**config.mk**
```make
export PLATFORM = sky130hd
export DESIGN_NAME = axi_io_pmp_err_slv
export DESIGN_NICKNAME = d
export VERILOG_FILES = /design/src/rtl/axi_io_pmp_pkg.sv /design/src/rtl/axi_io_pmp_err_r_chan.sv /design/src/rtl/axi_io_pmp_err_slv.sv
export SDC_FILE = /design/constraint.sdc
export NUM_CORES = 1
export LEC_CHECK = 0
export BUFFER_PORTS_ARGS = -buffer_cell sky130_fd_sc_hd__clkbuf_2
export CAP_MARGIN = 0
export CORE_MARGIN = 4
export CORE_UTILIZATION = 30
export CTS_CLUSTER_SIZE = 10
export DETAILED_ROUTE_END_ITERATION = 16
export PLACE_DENSITY = 0.81
export SLEW_MARGIN = 15
export SYNTH_ARGS = -nofsm -noshare
export SYNTH_HDL_FRONTEND = slang
export SYNTH_SLANG_ARGS = --single-unit
export TNS_END_PERCENT = 100
```
**constraint.sdc**
```tcl
create_clock -name clk_i -period 1.7 [get_ports clk_i]
set_input_delay 0.17 -clock clk_i [delete_from_list [all_inputs] [get_ports clk_i]]
set_output_delay 0.17 -clock clk_i [all_outputs]
set_load 0.01 [all_outputs]
```
**src/rtl/axi_io_pmp_pkg.sv**
```systemverilog
// Shared types and constants for the IO-PMP AXI error slave.
// Latency: n/a (definitions only).
// Backpressure: n/a (definitions only).
//
// The default channel/request/response structs are a 32-bit data, 8-bit id
// AXI4 slice. Integrations with other widths pass their own struct types
// through the type parameters of axi_io_pmp_err_slv.
package axi_io_pmp_pkg;

    typedef enum logic [1:0] {
        W_IDLE  = 2'd0,
        W_DRAIN = 2'd1,
        W_RESP  = 2'd2
    } wr_state_e;

    typedef enum logic {
        R_IDLE = 1'b0,
        R_DATA = 1'b1
    } rd_state_e;

    localparam logic [1:0]  RESP_SLVERR       = 2'b10;
    localparam logic [1:0]  RESP_DECERR       = 2'b11;
    localparam logic [31:0] ERR_RDATA_PATTERN = 32'hBADC_AB1E;

    localparam int unsigned DEF_DATA_WIDTH = 32;
    localparam int unsigned DEF_ID_WIDTH   = 8;

    typedef struct packed {
        logic [DEF_ID_WIDTH-1:0] id;
        logic [31:0]             addr;
        logic [7:0]              len;
        logic [2:0]              size;
        logic [1:0]              burst;
        logic                    user;
    } ax_chan_t;

    typedef struct packed {
        logic [DEF_DATA_WIDTH-1:0]   data;
        logic [DEF_DATA_WIDTH/8-1:0] strb;
        logic                        last;
        logic                        user;
    } w_chan_t;

    typedef struct packed {
        logic [DEF_ID_WIDTH-1:0] id;
        logic [1:0]              resp;
        logic                    user;
    } b_chan_t;

    typedef struct packed {
        logic [DEF_ID_WIDTH-1:0]   id;
        logic [DEF_DATA_WIDTH-1:0] data;
        logic [1:0]                resp;
        logic                      last;
        logic                      user;
    } r_chan_t;

    typedef struct packed {
        ax_chan_t aw;
        logic     aw_valid;
        w_chan_t  w;
        logic     w_valid;
        logic     b_ready;
        ax_chan_t ar;
        logic     ar_valid;
        logic     r_ready;
    } axi_req_t;

    typedef struct packed {
        logic    aw_ready;
        logic    ar_ready;
        logic    w_ready;
        logic    b_valid;
        b_chan_t b;
        logic    r_valid;
        r_chan_t r;
    } axi_rsp_t;

endpackage

```
**src/rtl/axi_io_pmp_err_r_chan.sv**
```systemverilog
// Read side of the IO-PMP error slave: accepts one AR, returns len+1 error R beats.
// Latency: AR handshake at cycle N, first R valid at N+1, one beat per cycle after.
// Backpressure: R fields held stable while r_valid && !r_ready; ar_ready low until last R handshake.
//
// Ports: clk_i/rst_ni (async active-low), ar/ar_valid/ar_ready (address in),
//        r/r_valid/r_ready (error data out).
// Build option: IOPMP_ERR_RDATA_EN fills r.data with a repeated 32'hBADC_AB1E
// marker instead of zeros; nothing else changes.
module axi_io_pmp_err_r_chan
    import axi_io_pmp_pkg::*;
#(
    parameter type         ar_chan_t  = axi_io_pmp_pkg::ax_chan_t,
    parameter type         r_chan_t   = axi_io_pmp_pkg::r_chan_t,
    parameter int unsigned DATA_WIDTH = 32,
    parameter int unsigned ID_WIDTH   = 8,
    parameter logic [1:0]  ERR_RESP   = RESP_SLVERR
) (
    input  logic     clk_i,
    input  logic     rst_ni,
    input  ar_chan_t ar,
    input  logic     ar_valid,
    input  logic     r_ready,
    output logic     ar_ready,
    output r_chan_t  r,
    output logic     r_valid
);

`ifdef IOPMP_ERR_RDATA_EN
    // Enough copies of the marker to cover DATA_WIDTH, then cut to size.
    localparam int unsigned             REPS      = (DATA_WIDTH + 31) / 32;
    localparam logic [REPS*32-1:0]      RDATA_REP = {REPS{ERR_RDATA_PATTERN}};
    localparam logic [DATA_WIDTH-1:0]   ERR_RDATA = RDATA_REP[DATA_WIDTH-1:0];
`else
    localparam logic [DATA_WIDTH-1:0]   ERR_RDATA = '0;
`endif

    rd_state_e           state_q;
    logic                live_q;   // keeps ar_ready low while in reset
    logic [ID_WIDTH-1:0] id_q;
    logic [7:0]          len_q;
    logic [7:0]          cnt_q;
    logic                last_beat;

    // Equality compare on 8 bits: len=255 gives 256 beats without wrapping.
    assign last_beat = (cnt_q == len_q);

    always_ff @(posedge clk_i or negedge rst_ni) begin
        if (!rst_ni) begin
            state_q <= R_IDLE;
            live_q  <= 1'b0;
            id_q    <= '0;
            len_q   <= '0;
            cnt_q   <= '0;
        end else begin
            live_q <= 1'b1;
            case (state_q)
                R_IDLE: begin
                    if (ar_ready && ar_valid) begin
                        id_q    <= ar.id;
                        len_q   <= ar.len;
                        cnt_q   <= '0;
                        state_q <= R_DATA;
                    end
                end
                R_DATA: begin
                    if (r_ready) begin
                        if (last_beat) begin
                            state_q <= R_IDLE;
                        end else begin
                            cnt_q <= cnt_q + 8'd1;
                        end
                    end
                end
                default: state_q <= R_IDLE;
            endcase
        end
    end

    // Outputs decode registered state only; fields are zero outside a burst.
    always_comb begin
        ar_ready = live_q && (state_q == R_IDLE);
        r_valid  = (state_q == R_DATA);
        r        = '0;
        if (r_valid) begin
            r.id   = id_q;
            r.data = ERR_RDATA;
            r.resp = ERR_RESP;
            r.last = last_beat;
        end
    end

    // Address, size, burst and user of AR carry no meaning for an error reply.
    logic unused_ar;
    assign unused_ar = ^ar;

endmodule

```
**src/rtl/axi_io_pmp_err_slv.sv**
```systemverilog
// Terminating AXI4 error slave for IO-PMP-denied traffic: drains writes, answers every access with ERR_RESP.
// Latency: B valid the cycle after the last-W handshake; first R valid the cycle after the AR handshake.
// Backpressure: one write and one read outstanding; aw/ar_ready stay low until the B / last-R handshake; B and R held until ready.
//
// Ports: clk_i (rising edge), rst_ni (async active-low), axi_req_i (request
//        from the connector / PMP mux), axi_resp_o (response upstream).
// Build option: IOPMP_ERR_RDATA_EN puts a 32'hBADC_AB1E marker on r.data
// (read channel only); undefined gives r.data = 0.
module axi_io_pmp_err_slv
    import axi_io_pmp_pkg::*;
#(
    parameter type         axi_req_t  = axi_io_pmp_pkg::axi_req_t,
    parameter type         axi_rsp_t  = axi_io_pmp_pkg::axi_rsp_t,
    parameter type         ar_chan_t  = axi_io_pmp_pkg::ax_chan_t,
    parameter type         r_chan_t   = axi_io_pmp_pkg::r_chan_t,
    parameter int unsigned DATA_WIDTH = 32,
    parameter int unsigned ID_WIDTH   = 8,
    parameter logic [1:0]  ERR_RESP   = RESP_SLVERR
) (
    input  logic     clk_i,
    input  logic     rst_ni,
    input  axi_req_t axi_req_i,
    output axi_rsp_t axi_resp_o
);

    // ---------------- write FSM ----------------
    wr_state_e           w_state_q;
    logic                w_live_q;   // keeps aw_ready low while in reset
    logic [ID_WIDTH-1:0] b_id_q;
    logic                aw_ready;
    logic                w_ready;
    logic                b_valid;

    assign aw_ready = w_live_q && (w_state_q == W_IDLE);
    // W is refused until AW is in; early W simply waits upstream.
    assign w_ready  = (w_state_q == W_DRAIN);
    assign b_valid  = (w_state_q == W_RESP);

    always_ff @(posedge clk_i or negedge rst_ni) begin
        if (!rst_ni) begin
            w_state_q <= W_IDLE;
            w_live_q  <= 1'b0;
            b_id_q    <= '0;
        end else begin
            w_live_q <= 1'b1;
            case (w_state_q)
                W_IDLE: begin
                    if (aw_ready && axi_req_i.aw_valid) begin
                        b_id_q    <= axi_req_i.aw.id;
                        w_state_q <= W_DRAIN;
                    end
                end
                W_DRAIN: begin
                    // aw.len is not tracked: w.last alone ends the burst.
                    if (axi_req_i.w_valid && axi_req_i.w.last) begin
                        w_state_q <= W_RESP;
                    end
                end
                W_RESP: begin
                    if (axi_req_i.b_ready) begin
                        w_state_q <= W_IDLE;
                    end
                end
                default: w_state_q <= W_IDLE;
            endcase
        end
    end

    // ---------------- read channel ----------------
    logic    ar_ready;
    logic    r_valid;
    r_chan_t r_chan;

    axi_io_pmp_err_r_chan #(
        .ar_chan_t  (ar_chan_t),
        .r_chan_t   (r_chan_t),
        .DATA_WIDTH (DATA_WIDTH),
        .ID_WIDTH   (ID_WIDTH),
        .ERR_RESP   (ERR_RESP)
    ) u_r_chan (
        .clk_i    (clk_i),
        .rst_ni   (rst_ni),
        .ar       (axi_req_i.ar),
        .ar_valid (axi_req_i.ar_valid),
        .r_ready  (axi_req_i.r_ready),
        .ar_ready (ar_ready),
        .r        (r_chan),
        .r_valid  (r_valid)
    );

    // ---------------- response assembly ----------------
    always_comb begin
        axi_resp_o          = '0;
        axi_resp_o.aw_ready = aw_ready;
        axi_resp_o.w_ready  = w_ready;
        axi_resp_o.b_valid  = b_valid;
        if (b_valid) begin
            axi_resp_o.b.id   = b_id_q;
            axi_resp_o.b.resp = ERR_RESP;
        end
        axi_resp_o.ar_ready = ar_ready;
        axi_resp_o.r_valid  = r_valid;
        axi_resp_o.r        = r_chan;
    end

    // Write address/data payload is discarded by design.
    logic unused_req;
    assign unused_req = ^{axi_req_i.aw, axi_req_i.w};

endmodule

```
==> flow_metrics.py <==
metrics = {
    "run_status": {
        "run_status": "finished clean",
    },
    "critical_path": {
        "endpoint": "axi_resp_o[1]",
        "crit_chain": "xnor2_2 -> nand4_1 -> nor3_2 -> buf_2",
        "crit_type": "flop to output pin",
        "crit_path_end_kind": "output pin",
        "cp_slowest_cell": "sky130_fd_sc_hd__dfrtp_2",
        "path_depth": 4,
        "rr_startpoint": "w_state_q[0]$_DFFE_PN0P_",
        "worst_r2r_path_depth": 3,
        "cp_launch_point": "u_r_chan.cnt_q[2]$_DFFE_PN0P_",
        "path_delay_family": "flip-flops",
        "critical_path_required_ns": 1.53,
        "worst-path-max-fanout": 7,
        "setup.worst_path.start_class": "flop",
        "r2r_endpoint": "b_id_q[0]$_DFFE_PN0P_",
        "max_stage_delay_ns": 0.46,
        "worst-r2r-setup-slack_ns": 0.12,
        "worst-path-buf-inv": 1,
        "cp_data_arrival_time_ns": 1.42,
    },
    "route": {
        "totalWireLength_mm": 4.406,
        "routedWlPerCell_um": 12.45,
        "detailedRoute.firstIterationViolations": 135,
        "post-route-drc-count": 0,
        "post_drt_via_cell_ratio": 4.342,
        "drt.antenna.violating_nets": 0,
        "dr_total_vias": 1537,
        "drt_pass1_iterations": 4,
    },
    "grt": {
        "number_of_antenna_violations_at_the_first_check_in_global_routing": 0,
        "global_route.usage.met1_pct": 12.14,
        "busiest_layer": "met2",
        "first_global_vias": 1527,
        "grt_util_all_layers_pct": 10.09,
        "groute.layer.met3.usage_pct": 3.574,
        "grt_first_pass_wirelength_mm": 6.948,
        "grt_overflow_total": 0,
        "met2_usage_pct": 16.92,
        "grt_max_degree": 37,
    },
    "placement": {
        "numPortBuffers": 55,
        "dp.cells": 340,
        "pre_cts_slack_ns": 0.08580,
        "dp.final_hpwl_mm": 3.249,
        "routabilityCongestion": 0.8265,
    },
    "sta": {
        "slew_viols_final": 0,
        "timing.fmax_ghz": 0.6303,
        "final_report_hold_violation_count": 0,
        "fin_ws_ns": 0.1134,
        "rsz0062_at_grt": "false",
        "final.setup.tns_ns": 0,
        "timing.clock.skew_ns": 0.006780,
        "post-route-period-util_pct": 93.33,
        "finalCriticalPeriod_ns": 1.587,
        "setup_violations": 0,
    },
    "die": {
        "fp.coreArea_mm2": 0.006832,
        "die_h_um": 92.30,
        "floorplan_die_area_mm2": 0.008519,
        "initial_utilization_pct": 31.21,
        "design.portCount": 213,
        "fp-row-count": 30,
        "chipWidth_um": 92.30,
    },
    "logic_synthesis": {
        "synth-seq-area-share_pct": 42.25,
        "synth-async-reset-ratio_pct": 100.0,
        "dominantRegCellSynth": "sky130_fd_sc_hd__dfrtp_1",
        "synth.most_common_cell": "sky130_fd_sc_hd__buf_4",
        "synthesis.area_mm2": 0.002132,
        "yosysWarningCount": 0,
        "yosys.area.top_type": "sky130_fd_sc_hd__dfrtp_1",
        "synth_top_cells_by_count": "43 x sky130_fd_sc_hd__buf_4, 36 x sky130_fd_sc_hd__dfrtp_1, 24 x sky130_fd_sc_hd__mux2_2",
        "syn_inst": 200,
        "synth-edff-count": 0,
        "synth.top_cells.by_area": "sky130_fd_sc_hd__dfrtp_1 42%, sky130_fd_sc_hd__buf_4 15%, sky130_fd_sc_hd__mux2_2 13%",
        "syn_avg_cell_area_um2": 10.66,
        "ys_ff_latch": 36,
        "synth.distinct_cells": 34,
        "synth_top_area_share_pct": 42.25,
    },
    "finish": {
        "design.final.nets": 411,
        "layoutNonFillerInstCount": 354,
        "nFillCells": 694,
        "share_of_final_layout_standard_cells_stronger_than_drive_strength_1_pct": 44.19,
        "area.growth.synth_to_final_pct": 18.96,
        "antenna_diode_count": 0,
        "postLayoutCoreUtil_pct": 37.12,
    },
    "power": {
        "cellLeakagePower_nw": 1.256,
        "ir_drop_v": 0.0007638,
        "p_per_area_mw_per_mm2": 1469,
        "total_power_of_the_final_layout_w": 0.003727,
    },
    "clocking": {
        "clock-sinks": 36,
        "cts.path.max_buffers": 2,
        "cts.root.buffer_cell": "sky130_fd_sc_hd__clkbuf_8",
        "tritoncts": "yes",
        "htree_levels": 2,
        "later_pin_clock_latency_in_the_skew_report_ns": 0.28,
        "worst_setup_hold_path_clk_slew_ns": 0.07,
        "clock_buffers_created_by_tritoncts": 5,
    },
    "min_path": {
        "hold_class": "input port to flop",
    },
    "flow_run": {
        "maxCapViolCount": 0,
    },
}
[sequential cells by signal, indices dropped and copies added, names as in the netlist]
name and flops:
u_r_chan.live_q 1, b_id_q 8, w_state_q 2, u_r_chan.r_valid 1, u_r_chan.cnt_q 8, u_r_chan.id_q 8, u_r_chan.len_q 8
[cells in the final DEF (no fill, tap or decap), types with 2 or more instances in the layout]
cell                       synthesis  layout
sky130_fd_sc_hd__clkbuf_2          0      54
sky130_fd_sc_hd__a31oi_1           3       3
sky130_fd_sc_hd__nand3_1           5       5
sky130_fd_sc_hd__and2_1           17      17
sky130_fd_sc_hd__nand4_1           6       6
sky130_fd_sc_hd__clkbuf_8          1       6
sky130_fd_sc_hd__clkbuf_1          2       2
sky130_fd_sc_hd__mux2i_1           5       5
sky130_fd_sc_hd__dfrtp_1          36      30
sky130_fd_sc_hd__dfrtp_2           0       6
sky130_fd_sc_hd__mux2_2           24      24
sky130_fd_sc_hd__buf_4            43       9
sky130_fd_sc_hd__inv_1             3       3
sky130_fd_sc_hd__conb_1            2      37
sky130_fd_sc_hd__and3_2            3       3
sky130_fd_sc_hd__nand2_1           9       9
sky130_fd_sc_hd__xnor2_2           0       7
sky130_fd_sc_hd__a2111o_1          2       2
sky130_fd_sc_hd__a21oi_1           4       4
sky130_fd_sc_hd__and3_1            3       3
sky130_fd_sc_hd__nor2b_1           3       3
sky130_fd_sc_hd__nand2b_1          3       3
[routing by layer]
layer,share of wire [%],wire [um]
met1,41,1793
met2,49,2165
met3,8.9,393
met4,1.2,55
met5,0,0
[worst min path at each step]
stage,from,to,slack (ns),cells after the start
2_1_floorplan,rst_ni,b_id_q[0]$_DFFE_PN0P_,-0.13,0
3_3_place_gp,rst_ni,u_r_chan.cnt_q[2]$_DFFE_PN0P_,0.24,2
3_5_place_dp,rst_ni,u_r_chan.cnt_q[2]$_DFFE_PN0P_,0.25,2
4_1_cts,axi_req_i[54],u_r_chan.id_q[6]$_DFFE_PN0P_,0.10,2
5_1_grt,axi_req_i[13],u_r_chan.len_q[5]$_DFFE_PN0P_,0.11,2
6_report,axi_req_i[54],u_r_chan.id_q[6]$_DFFE_PN0P_,0.12,2
[stage by stage]
| stage | area [um2] | hold WS (ns) |
|---|---|---|
| after floorplan | 2263 | -0.1256 |
| after global placement | 2333 | 0.2429 |
| after detailed placement | 2333 | 0.2513 |
| after CTS | 2454 | 0.1037 |
| after global routing | 2536 | 0.1091 |
| final | 2536 | 0.1169 |
[cell families (layout without fill, tap and decap cells)]
| kind of cell | Yosys count | after routing | share of synthesized area, % |
|---|---|---|---|
| and+or+nand+nor | 56 | 56 | 15.67 |
| buffers and inverters | 54 | 77 | 18.13 |
| DFF | 36 | 36 | 42.25 |
| muxes | 29 | 29 | 15.02 |
| AOI/OAI and AO/OA | 14 | 14 | 4.695 |
| xor gates and xnor gates | 8 | 8 | 3.287 |
| other | 2 | 37 | 0.3522 |
| adders and majority gates | 1 | 1 | 0.5868 |
[final cells by class]
class | instances | area, um2 | share of cell area (%)
Tap cell | 96 | 120.1 | 4.736
Inverter | 3 | 11.26 | 0.4440
Multi-Input combinational cell | 145 | 1033 | 40.75
Sequential cell | 36 | 908.4 | 35.82
Clock buffer | 8 | 90.09 | 3.552
Timing Repair Buffer | 66 | 372.9 | 14.70
[repair_timing]
item,in CTS,in global routing
hold buffers,1,0
endpoints found under the setup margin,1,1
setup buffers,2,3
endpoints found under the hold margin,36,0
gates resized for setup,1,14
pin swaps,2,2
[worst register-to-register path, cell delays in order (launching register included)]
cell	delay, ns
sky130_fd_sc_hd__dfrtp_1	0.39
sky130_fd_sc_hd__nor3b_1	0.28
sky130_fd_sc_hd__and2_1	0.41
sky130_fd_sc_hd__mux2_2	0.39
[power breakdown]
part / switching [W] / internal [W] / leakage (nW) / total (W)
registers: 0.000310 / 0.00124 / 0.431 / 0.00155
clock network: 0.000284 / 0.000330 / 0.0455 / 0.000615
logic: 0.000715 / 0.000852 / 0.780 / 0.00157
total: 0.00131 / 0.00242 / 1.26 / 0.00373
(Power assumes the default switching activity.)
